<file path="config.mk">
export PLATFORM = sky130hd
export DESIGN_NAME = mem_port_arbiter_flat
export DESIGN_NICKNAME = d
export VERILOG_FILES = /design/src/rtl/mem_port_arbiter_if.sv /design/src/rtl/mem_port_arbiter.sv /design/src/flat_wrapper.sv
export SDC_FILE = /design/constraint.sdc
export NUM_CORES = 1
export LEC_CHECK = 0
export ABC_AREA = 1
export CAP_MARGIN = 10
export CORE_MARGIN = 2
export CORE_UTILIZATION = 45
export CTS_BUF_LIST = sky130_fd_sc_hd__clkbuf_16
export CTS_CLUSTER_DIAMETER = 60
export DETAILED_ROUTE_END_ITERATION = 10
export PLACE_DENSITY_LB_ADDON = 0.12
export SYNTH_ARGS = -nofsm -noshare
export SYNTH_HDL_FRONTEND = slang
export SYNTH_SLANG_ARGS = --single-unit
</file>
<file path="constraint.sdc">
create_clock -name CLK -period 3.6 [get_ports CLK]
set_input_delay 0.72 -clock CLK [delete_from_list [all_inputs] [get_ports CLK]]
set_output_delay 0.72 -clock CLK [all_outputs]
set_load 0.1 [all_outputs]
</file>
<file path="src/rtl/mem_port_arbiter_if.sv">
// -----------------------------------------------------------------------------
// mem_port_arbiter_if
//
// Bundles every handshake and bus signal around the memory port arbiter:
// the CPU fetch port, the CPU data port, the stall line, the shared memory
// port and the sticky error flag. Clock and reset are not part of the bundle.
//
// Parameter
//   ADDR_W     memory byte-address width
//
// Signals (direction as seen by the arbiter)
//   if_req     in   fetch request
//   if_addr    in   fetch address
//   if_rdata   out  fetched instruction word
//   if_ack     out  fetch-complete pulse
//   d_read     in   data read request
//   d_write    in   data write request
//   d_addr     in   data address
//   d_wdata    in   data write byte
//   d_rdata    out  data read byte
//   d_ack      out  data-complete pulse
//   stall      out  CPU hold while any request is unacknowledged
//   mem_read   out  memory read strobe
//   mem_write  out  memory write strobe
//   mem_addr   out  memory address
//   mem_wdata  out  memory write byte
//   mem_rdata  in   memory read word
//   mem_busy   in   memory still working on the current access
//   err        out  sticky timeout flag
//
// Modports
//   slave      the arbiter itself
//   master     the environment around it (CPU plus memory)
// -----------------------------------------------------------------------------
interface mem_port_arbiter_if #(
   parameter int ADDR_W = 10
);
   // Fetch port
   logic              if_req;
   logic [ADDR_W-1:0] if_addr;
   logic [31:0]       if_rdata;
   logic              if_ack;

   // Data port
   logic              d_read;
   logic              d_write;
   logic [ADDR_W-1:0] d_addr;
   logic [7:0]        d_wdata;
   logic [7:0]        d_rdata;
   logic              d_ack;

   // CPU hold
   logic              stall;

   // Shared memory port
   logic              mem_read;
   logic              mem_write;
   logic [ADDR_W-1:0] mem_addr;
   logic [7:0]        mem_wdata;
   logic [31:0]       mem_rdata;
   logic              mem_busy;

   // Status
   logic              err;

   modport slave (
      input  if_req, if_addr,
      input  d_read, d_write, d_addr, d_wdata,
      input  mem_rdata, mem_busy,
      output if_rdata, if_ack,
      output d_rdata, d_ack,
      output stall,
      output mem_read, mem_write, mem_addr, mem_wdata,
      output err
   );

   modport master (
      output if_req, if_addr,
      output d_read, d_write, d_addr, d_wdata,
      output mem_rdata, mem_busy,
      input  if_rdata, if_ack,
      input  d_rdata, d_ack,
      input  stall,
      input  mem_read, mem_write, mem_addr, mem_wdata,
      input  err
   );
endinterface

</file>
<file path="src/rtl/mem_port_arbiter.sv">
// -----------------------------------------------------------------------------
// mem_port_arbiter
//
// Shares one memory port between an instruction-fetch requester and a
// byte-wide data requester. One access is in flight at a time:
//
//   IDLE  -> sample requests, pick a winner, capture its address/data/op
//   D_ACC -> data access on the memory port
//   I_ACC -> fetch access on the memory port (always a read, wdata 0)
//   RESP  -> one-cycle ack to the winner, then back to IDLE
//
// Data normally wins a collision; if data also won the previous grant the
// fetch goes first, so two continuously pending requesters alternate.
// The first ACC cycle issues the access and ignores mem_busy; any later ACC
// edge with mem_busy low completes it. Best case is 3 cycles from the
// request being sampled in IDLE to the ack.
//
// Parameters
//   ADDR_W    memory byte-address width (must match the interface instance)
//   TIMEOUT   maximum ACC cycles per access, only used with the timeout build
//
// Ports
//   CLK       single clock, rising edge
//   RESET     asynchronous, active-low reset; aborts any access without ack
//   bus       mem_port_arbiter_if.slave (fetch port, data port, stall,
//             shared memory port, err)
//
// Build option
//   MEM_ARB_TIMEOUT_EN  when defined, an access still busy after TIMEOUT ACC
//                       cycles is abandoned: strobes drop, the requester is
//                       acked with read data 0, and err is set until reset.
//                       When undefined the arbiter waits forever, err is 0.
// -----------------------------------------------------------------------------
module mem_port_arbiter #(
   parameter int ADDR_W  = 10,
   parameter int TIMEOUT = 255
) (
   input  logic              CLK,
   input  logic              RESET,
   mem_port_arbiter_if.slave bus
);

   typedef enum logic [1:0] {
      IDLE  = 2'd0,
      D_ACC = 2'd1,
      I_ACC = 2'd2,
      RESP  = 2'd3
   } state_t;

   typedef enum logic {
      FETCH = 1'b0,
      DATA  = 1'b1
   } grant_t;

   // A timeout of zero cycles would leave no room for the issue cycle.
   if (TIMEOUT < 1) begin : g_bad_timeout
      $error("mem_port_arbiter: TIMEOUT must be at least 1");
   end

   state_t            state_q,      state_d;
   grant_t            last_grant_q, last_grant_d;
   logic              issue_q,      issue_d;
   logic              mem_read_q,   mem_read_d;
   logic              mem_write_q,  mem_write_d;
   logic [ADDR_W-1:0] mem_addr_q,   mem_addr_d;
   logic [7:0]        mem_wdata_q,  mem_wdata_d;
   logic              if_ack_q,     if_ack_d;
   logic              d_ack_q,      d_ack_d;
   logic [31:0]       if_rdata_q,   if_rdata_d;
   logic [7:0]        d_rdata_q,    d_rdata_d;

   logic              d_pending;
   logic              in_acc;
   logic              done;
   logic              timed_out;
   logic              finish;
   logic [31:0]       rdata_eff;

   assign d_pending = bus.d_read | bus.d_write;
   assign in_acc    = (state_q == D_ACC) || (state_q == I_ACC);

   // The issue cycle never completes; afterwards mem_busy low means done.
   assign done      = in_acc && !issue_q && !bus.mem_busy;

`ifdef MEM_ARB_TIMEOUT_EN
   // Counter width leaves headroom so cnt_q + 1 never wraps before TIMEOUT.
   localparam int CNT_W = $clog2(TIMEOUT + 1) + 1;

   logic [CNT_W-1:0] cnt_q;
   logic             err_q;

   // cnt_q holds the number of ACC cycles already finished, so cnt_q + 1 is
   // the cycle now ending; give up when that reaches TIMEOUT.
   assign timed_out = in_acc && !done && ((cnt_q + 1'b1) >= CNT_W'(TIMEOUT));

   always_ff @(posedge CLK or negedge RESET) begin
      if (!RESET) begin
         cnt_q <= '0;
         err_q <= 1'b0;
      end else begin
         if (state_q == IDLE) begin
            // Every ACC entry comes from IDLE, so the count starts fresh.
            cnt_q <= '0;
         end else if (in_acc && !finish) begin
            cnt_q <= cnt_q + 1'b1;
         end
         if (timed_out) begin
            err_q <= 1'b1;
         end
      end
   end

   assign bus.err = err_q;
`else
   assign timed_out = 1'b0;
   assign bus.err   = 1'b0;
`endif

   assign finish    = done | timed_out;

   // An abandoned access returns zero instead of whatever the memory shows.
   assign rdata_eff = timed_out ? 32'd0 : bus.mem_rdata;

   // NOTE: every variable gets its default before the case so no path leaves
   // one unassigned; a missed assignment here would infer a latch.
   always_comb begin
      state_d      = state_q;
      last_grant_d = last_grant_q;
      issue_d      = 1'b0;
      mem_read_d   = mem_read_q;
      mem_write_d  = mem_write_q;
      mem_addr_d   = mem_addr_q;
      mem_wdata_d  = mem_wdata_q;
      if_ack_d     = 1'b0;
      d_ack_d      = 1'b0;
      if_rdata_d   = if_rdata_q;
      d_rdata_d    = d_rdata_q;

      case (state_q)
         IDLE: begin
            // Data wins unless it also won last time and a fetch is waiting.
            if (d_pending && !(bus.if_req && (last_grant_q == DATA))) begin
               state_d     = D_ACC;
               issue_d     = 1'b1;
               // Read and write together count as a write.
               mem_write_d = bus.d_write;
               mem_read_d  = ~bus.d_write;
               mem_addr_d  = bus.d_addr;
               mem_wdata_d = bus.d_wdata;
            end else if (bus.if_req) begin
               state_d     = I_ACC;
               issue_d     = 1'b1;
               mem_read_d  = 1'b1;
               mem_write_d = 1'b0;
               mem_addr_d  = bus.if_addr;
               mem_wdata_d = 8'd0;
            end
         end

         D_ACC, I_ACC: begin
            if (finish) begin
               state_d     = RESP;
               mem_read_d  = 1'b0;
               mem_write_d = 1'b0;
               if (state_q == I_ACC) begin
                  if_ack_d     = 1'b1;
                  if_rdata_d   = rdata_eff;
                  last_grant_d = FETCH;
               end else begin
                  d_ack_d      = 1'b1;
                  // A write leaves the last read byte in place.
                  if (!mem_write_q) begin
                     d_rdata_d = rdata_eff[7:0];
                  end
                  last_grant_d = DATA;
               end
            end
         end

         RESP: begin
            state_d = IDLE;
         end

         default: begin
            state_d = IDLE;
         end
      endcase
   end

   // NOTE: sequential state uses non-blocking assignments so every register
   // samples the pre-edge values regardless of statement order.
   always_ff @(posedge CLK or negedge RESET) begin
      if (!RESET) begin
         state_q      <= IDLE;
         last_grant_q <= FETCH;
         issue_q      <= 1'b0;
         mem_read_q   <= 1'b0;
         mem_write_q  <= 1'b0;
         mem_addr_q   <= '0;
         mem_wdata_q  <= 8'd0;
         if_ack_q     <= 1'b0;
         d_ack_q      <= 1'b0;
         if_rdata_q   <= 32'd0;
         d_rdata_q    <= 8'd0;
      end else begin
         state_q      <= state_d;
         last_grant_q <= last_grant_d;
         issue_q      <= issue_d;
         mem_read_q   <= mem_read_d;
         mem_write_q  <= mem_write_d;
         mem_addr_q   <= mem_addr_d;
         mem_wdata_q  <= mem_wdata_d;
         if_ack_q     <= if_ack_d;
         d_ack_q      <= d_ack_d;
         if_rdata_q   <= if_rdata_d;
         d_rdata_q    <= d_rdata_d;
      end
   end

   assign bus.mem_read  = mem_read_q;
   assign bus.mem_write = mem_write_q;
   assign bus.mem_addr  = mem_addr_q;
   assign bus.mem_wdata = mem_wdata_q;
   assign bus.if_ack    = if_ack_q;
   assign bus.d_ack     = d_ack_q;
   assign bus.if_rdata  = if_rdata_q;
   assign bus.d_rdata   = d_rdata_q;

   // Hold the CPU while a raised request has not yet seen its ack.
   assign bus.stall = (bus.if_req & ~if_ack_q) | (d_pending & ~d_ack_q);

endmodule
</file>
<file path="src/flat_wrapper.sv">
// flat-port wrapper written by rule: the top's interface ports become plain ports
module mem_port_arbiter_flat 
#(
   parameter int ADDR_W  = 10,
   parameter int TIMEOUT = 255
)
  (CLK, RESET, bus_if_req, bus_if_addr, bus_d_read, bus_d_write, bus_d_addr, bus_d_wdata, bus_mem_rdata, bus_mem_busy, bus_if_rdata, bus_if_ack, bus_d_rdata, bus_d_ack, bus_stall, bus_mem_read, bus_mem_write, bus_mem_addr, bus_mem_wdata, bus_err);
  mem_port_arbiter_if #(.ADDR_W(ADDR_W)) bus_i ();
  input  logic CLK;
  input  logic RESET;
  input wire logic [$bits(bus_i.if_req)-1:0] bus_if_req;
  input wire logic [$bits(bus_i.if_addr)-1:0] bus_if_addr;
  input wire logic [$bits(bus_i.d_read)-1:0] bus_d_read;
  input wire logic [$bits(bus_i.d_write)-1:0] bus_d_write;
  input wire logic [$bits(bus_i.d_addr)-1:0] bus_d_addr;
  input wire logic [$bits(bus_i.d_wdata)-1:0] bus_d_wdata;
  input wire logic [$bits(bus_i.mem_rdata)-1:0] bus_mem_rdata;
  input wire logic [$bits(bus_i.mem_busy)-1:0] bus_mem_busy;
  output wire logic [$bits(bus_i.if_rdata)-1:0] bus_if_rdata;
  output wire logic [$bits(bus_i.if_ack)-1:0] bus_if_ack;
  output wire logic [$bits(bus_i.d_rdata)-1:0] bus_d_rdata;
  output wire logic [$bits(bus_i.d_ack)-1:0] bus_d_ack;
  output wire logic [$bits(bus_i.stall)-1:0] bus_stall;
  output wire logic [$bits(bus_i.mem_read)-1:0] bus_mem_read;
  output wire logic [$bits(bus_i.mem_write)-1:0] bus_mem_write;
  output wire logic [$bits(bus_i.mem_addr)-1:0] bus_mem_addr;
  output wire logic [$bits(bus_i.mem_wdata)-1:0] bus_mem_wdata;
  output wire logic [$bits(bus_i.err)-1:0] bus_err;
  assign bus_i.if_req = bus_if_req;
  assign bus_i.if_addr = bus_if_addr;
  assign bus_i.d_read = bus_d_read;
  assign bus_i.d_write = bus_d_write;
  assign bus_i.d_addr = bus_d_addr;
  assign bus_i.d_wdata = bus_d_wdata;
  assign bus_i.mem_rdata = bus_mem_rdata;
  assign bus_i.mem_busy = bus_mem_busy;
  assign bus_if_rdata = bus_i.if_rdata;
  assign bus_if_ack = bus_i.if_ack;
  assign bus_d_rdata = bus_i.d_rdata;
  assign bus_d_ack = bus_i.d_ack;
  assign bus_stall = bus_i.stall;
  assign bus_mem_read = bus_i.mem_read;
  assign bus_mem_write = bus_i.mem_write;
  assign bus_mem_addr = bus_i.mem_addr;
  assign bus_mem_wdata = bus_i.mem_wdata;
  assign bus_err = bus_i.err;
  mem_port_arbiter #(.ADDR_W(ADDR_W), .TIMEOUT(TIMEOUT)) u_core (.CLK(CLK), .RESET(RESET), .bus(bus_i));
endmodule
</file>
==> out/results.ini, run 1 <==
[layout]
syn2layout_area_growth_pct=55.5
nNetsFinal=545
layout_common_cells=nand2_1, clkdlybuf4s50_1, dfrtp_1
layout.cells.most_common=nand2_1
antenna_cells=0
drive_gt1_share_pct=7.50

[cts]
cts_setup_buffers=0
ctsHoldBuffers=0
clk_pin_slew_ns=0.06
clockBufferDepth=2
htree_levels=3
cts_tree=yes
clock_latency_ns=0.32
cts_root_buffer=clkbuf_16
numCtsBuffers=9
clock_sinks=66
cts_resized=0

[route]
routedWlPerCell_um=12.7
drc=0
wl_um=7060
vias_per_cell=4.72
antenna_left=0
firstDrtPassIters=4
first_iter_violations=147
vias=2628

[synth]
syn_area_per_cell_sq_um=8.37
netlist_instances=347
synth_nets=417
synth_area_sq_um=2910
yosysUniqueCellTypes=22
ys_seq_area_share_pct=56.8
synth_seq_cells=66
ys.warnings.count=0

[setup_path]
slowest_stage=clkdlybuf4s50_1
path_depth=1
max_stage_delay_ns=1.17
worst-setup-path-type=flip-flop to primary output
worst-path-max-fanout=3
crit_buf_inv=1
startpoint_type=flip-flop
cpLargestDelayFamily=buffers and inverters
rr_worst_depth=6
worstPathArrival_ns=1.86
cp-end-kind=primary output
cp.required_ns=2.88
crit_chain=clkdlybuf4s50_1

[timing]
rsz0062_at_grt=no
relSlewSlack_pct=32.8
max_slew.worst_pin.slew_ns=1.00
fmax_ghz=0.388
fin_crit_ns=2.58
slew_viol_final=0
setup_violations=0
hold_viol=0
setup-tns-final_ns=0
finClkSkew_ns=0.00536
fin_crit_sh_pct=71.7

[placement]
gp_congestion=0.851
dpl.hpwl_um=5230
port_buffers=128

[die]
std_cell_rows=29
core_area_sq_um=6310
initial_core_util_pct=46.0
fp.dieW_um=84.4
die_area_sq_um=7110
die_h_um=84.4
ioPinCount=130

[grt]
grt_pass1_wl_um=12300
grtUsageTotal_pct=21.6
grt.overflow.total=0
grt_antenna_before_repair=0
grt_pass1_vias=2733
grt_start_max_net_pins=41

[run]
cap_violations=0

[status]
outcome=finished, final reports clean

[min_path]
hp-class=primary input to async pin

[cell usage after synthesis (all sizes together)]
master	n	area share, %
a21oi	2	0.34
buf	13	2.5
clkbuf	3	0.39
conb	1	0.13
dfrtp	66	57
ha	4	1.7
inv	42	5.4
nand2	143	19
nand3	47	8.1
nor2	4	0.69
nor3	1	0.56
nor4	1	0.22
o21ai	18	4.1
o22ai	1	0.22
or2	1	0.22
[cells by family (layout without fill, tap and decap cells)]
logic type,after synthesis,after routing,share of synthesized area [%]
DFF,66,66,56.8
adders and majority gates,4,4,1.72
other,1,1,0.129
AOI/OAI and AO/OA,21,21,4.69
buffers and inverters,58,191,8.27
and+or+nand+nor,197,197,28.3
[state kept, by name (all words and copies together) (netlist names)]
| signal | flops |
|---|---|
| u_core.bus.mem_read | 1 |
| u_core.last_grant_q | 1 |
| u_core.bus.if_ack | 1 |
| u_core.state_q | 2 |
| u_core.issue_q | 1 |
| u_core.bus.mem_write | 1 |
| u_core.bus.mem_addr | 10 |
| u_core.bus.mem_wdata | 8 |
| u_core.bus.if_rdata | 32 |
| u_core.bus.d_ack | 1 |
| u_core.bus.d_rdata | 8 |
[layer usage]
layer / wire length [um] / GRT usage, % / up-vias
li1: - / - / 1322
met1: 3000 / 26.0 / 1199
met2: 3360 / 36.5 / 90
met3: 520 / 6.29 / 17
met4: 175 / 8.95 / 0
met5: 0 / 0 / -
[stage by stage]
step           cell area, sq um  hold WS [ns]  cells  setup slack, ns  utilization (%)
2_1_floorplan              2910         0.424    347            0.512                -
6_report                   4520         0.468    557             1.02             71.5
4_1_cts                    4520         0.471    557             1.01             71.5
3_3_place_gp               4230         0.453    541             1.12             67.0
3_5_place_dp               4230         0.458    541             1.10             67.0
5_1_grt                    4520         0.494    557            0.977             71.5
[path summary, 6_finish.rpt]
check / start / to / slack, ns
setup / recovery: u_core.bus.mem_write / bus_mem_write / 1.02
hold / removal: RESET / u_core.bus.if_rdata[0] / 0.47
setup reg to reg: u_core.state_q[0] / u_core.bus.if_rdata[4] / 1.59
hold reg to reg: u_core.bus.if_rdata[9] / u_core.bus.if_rdata[9] / 0.47
max in group asynchronous: RESET / u_core.bus.if_rdata[2] / 2.39
min in group CLK: u_core.bus.if_rdata[9] / u_core.bus.if_rdata[9] / 0.47
[layout make-up]
cell class,instances,area (sq um)
Clock buffer,9,225
Clock inverter,7,61.3
Fill cell,517,1800
Inverter,42,158
Multi-Input combinational cell,223,1010
Sequential cell,66,1650
Tap cell,77,96.3
Timing Repair Buffer,133,1310
Power of run 1 is not shown: default switching activity piles up to over one toggle a cycle in this logic, so the estimate is an artifact.
==> run 2, diff against run 1 <==
- CORE_UTILIZATION: 45 -> 42
- clock period: 3.6 -> 2.6 ns (I/O delays scaled with it)
==> out/results.ini, run 2 (synthesis gave the netlist of run 1 again) <==
[status]
outcome=finished, final reports clean

[route]
drc=0
vias_per_cell=4.65
routedWlPerCell_um=12.6
first_iter_violations=134
vias=2602
firstDrtPassIters=4
wl_um=7040
antenna_left=0

[setup_path]
cp-end-kind=flip-flop
cp-startpoint=bus_d_write
r2r-start=u_core.state_q[0]
worstPathArrival_ns=2.38
timing.rr.end=u_core.bus.mem_addr[0]
endpoint=u_core.bus.mem_addr[0]
worst-setup-path-type=primary input to flip-flop
slowest_stage=a21oi_1
reg2reg_slack_ns=0.48
worst-path-max-fanout=18
rr_worst_depth=7
max_stage_delay_ns=0.69
crit_top_cell=nand2_1
startpoint_type=primary input
cp.required_ns=2.80
crit_chain=clkdlybuf4s50_1, nor2_2, a21oi_1, inv_2, nand2_1, nand2_1

[cts]
cts_tree=yes
cts_root_buffer=clkbuf_16
ctsHoldBuffers=0
numCtsBuffers=9
clock_sinks=66
clock_latency_ns=0.31
clk_pin_slew_ns=0.05
cts_resized=0
cts_setup_buffers=0
clockBufferDepth=2
htree_levels=3

[run]
cap_violations=0

[die]
initial_core_util_pct=43.0
die_h_um=87.2
core_area_sq_um=6760
fp.dieW_um=87.2
std_cell_rows=30
die_area_sq_um=7600
ioPinCount=130

[layout]
antenna_cells=0
post-route-util_pct=64.9
syn2layout_area_growth_pct=50.9
largest_reg_flops=32
nNetsFinal=545
drive_gt1_share_pct=20.0
final.fill_count=595
layout.cells.most_common=nand2_1
fin_area_sq_um=4390
multi_input_area_sq_um=1020
layout_common_cells=nand2_1, buf_4, dfrtp_1
ff_latch_area_sq_um=1650

[timing]
fin_crit_ns=2.18
fmax_ghz=0.459
fin_crit_sh_pct=83.7
finClkSkew_ns=0.00434
slew_viol_final=0
rsz0062_at_grt=no
setup_violations=0
max_slew.worst_pin.slew_ns=0.891
relSlewSlack_pct=40.6
setup-tns-final_ns=0
hold_viol=0

[grt]
grt_antenna_before_repair=0
grt_pass1_vias=2455
grt_start_max_net_pins=41
grt_pass1_wl_um=11500
grtUsageTotal_pct=19.3
grt.overflow.total=0

[placement]
placed_area_sq_um=4110
dpl.hpwl_um=5070
port_buffers=128
gp_congestion=0.769

[min_path]
hp-class=primary input to async pin

[run 2: worst max-delay path: cells and delay by family]
| family | cells | cell delay [ns] |
|---|---|---|
| and+or+nand+nor | 3 | 0.31 |
| buffers and inverters | 2 | 0.85 |
| AOI/OAI and AO/OA | 1 | 0.69 |
[run 2: per-stage QoR]
stage,setup WS (ns),cells,hold slack (ns)
floorplan,0.327,347,0.224
global placement,0.173,544,0.455
detailed placement,0.0709,544,0.459
CTS,0.403,559,0.284
global route,0.189,559,0.331
finish,0.423,559,0.259
[run 2: how the worst min path moves through the flow]
stage                     depth (start not counted)                 endpoint  slack [ns]
after floorplan                                   0         u_core.bus.d_ack        0.22
after global placement                            2  u_core.bus.if_rdata[30]        0.45
after detailed placement                          2  u_core.bus.if_rdata[29]        0.46
after CTS                                         1    u_core.bus.d_rdata[0]        0.28
after global routing                              1    u_core.bus.d_rdata[0]        0.33
final                                             1    u_core.bus.d_rdata[0]        0.26
[run 2: cell type report]
class | count | area share [%]
clock buffers | 9 | 5.14
clock inverters | 6 | 1.14
inverters | 42 | 3.59
multi-input cells | 223 | 23.3
flip-flops and latches | 66 | 37.7
well taps | 80 | 2.28
repair buffers | 133 | 26.9
[run 2: per-layer routing]
| layer | wire [um] | global-route usage (%) |
|---|---|---|
| met1 | 3150 | 25.7 |
| met2 | 3420 | 31.0 |
| met3 | 433 | 4.74 |
| met4 | 36 | 6.43 |
| met5 | 0 | 0 |
Power of run 2 is left out for the same reason.
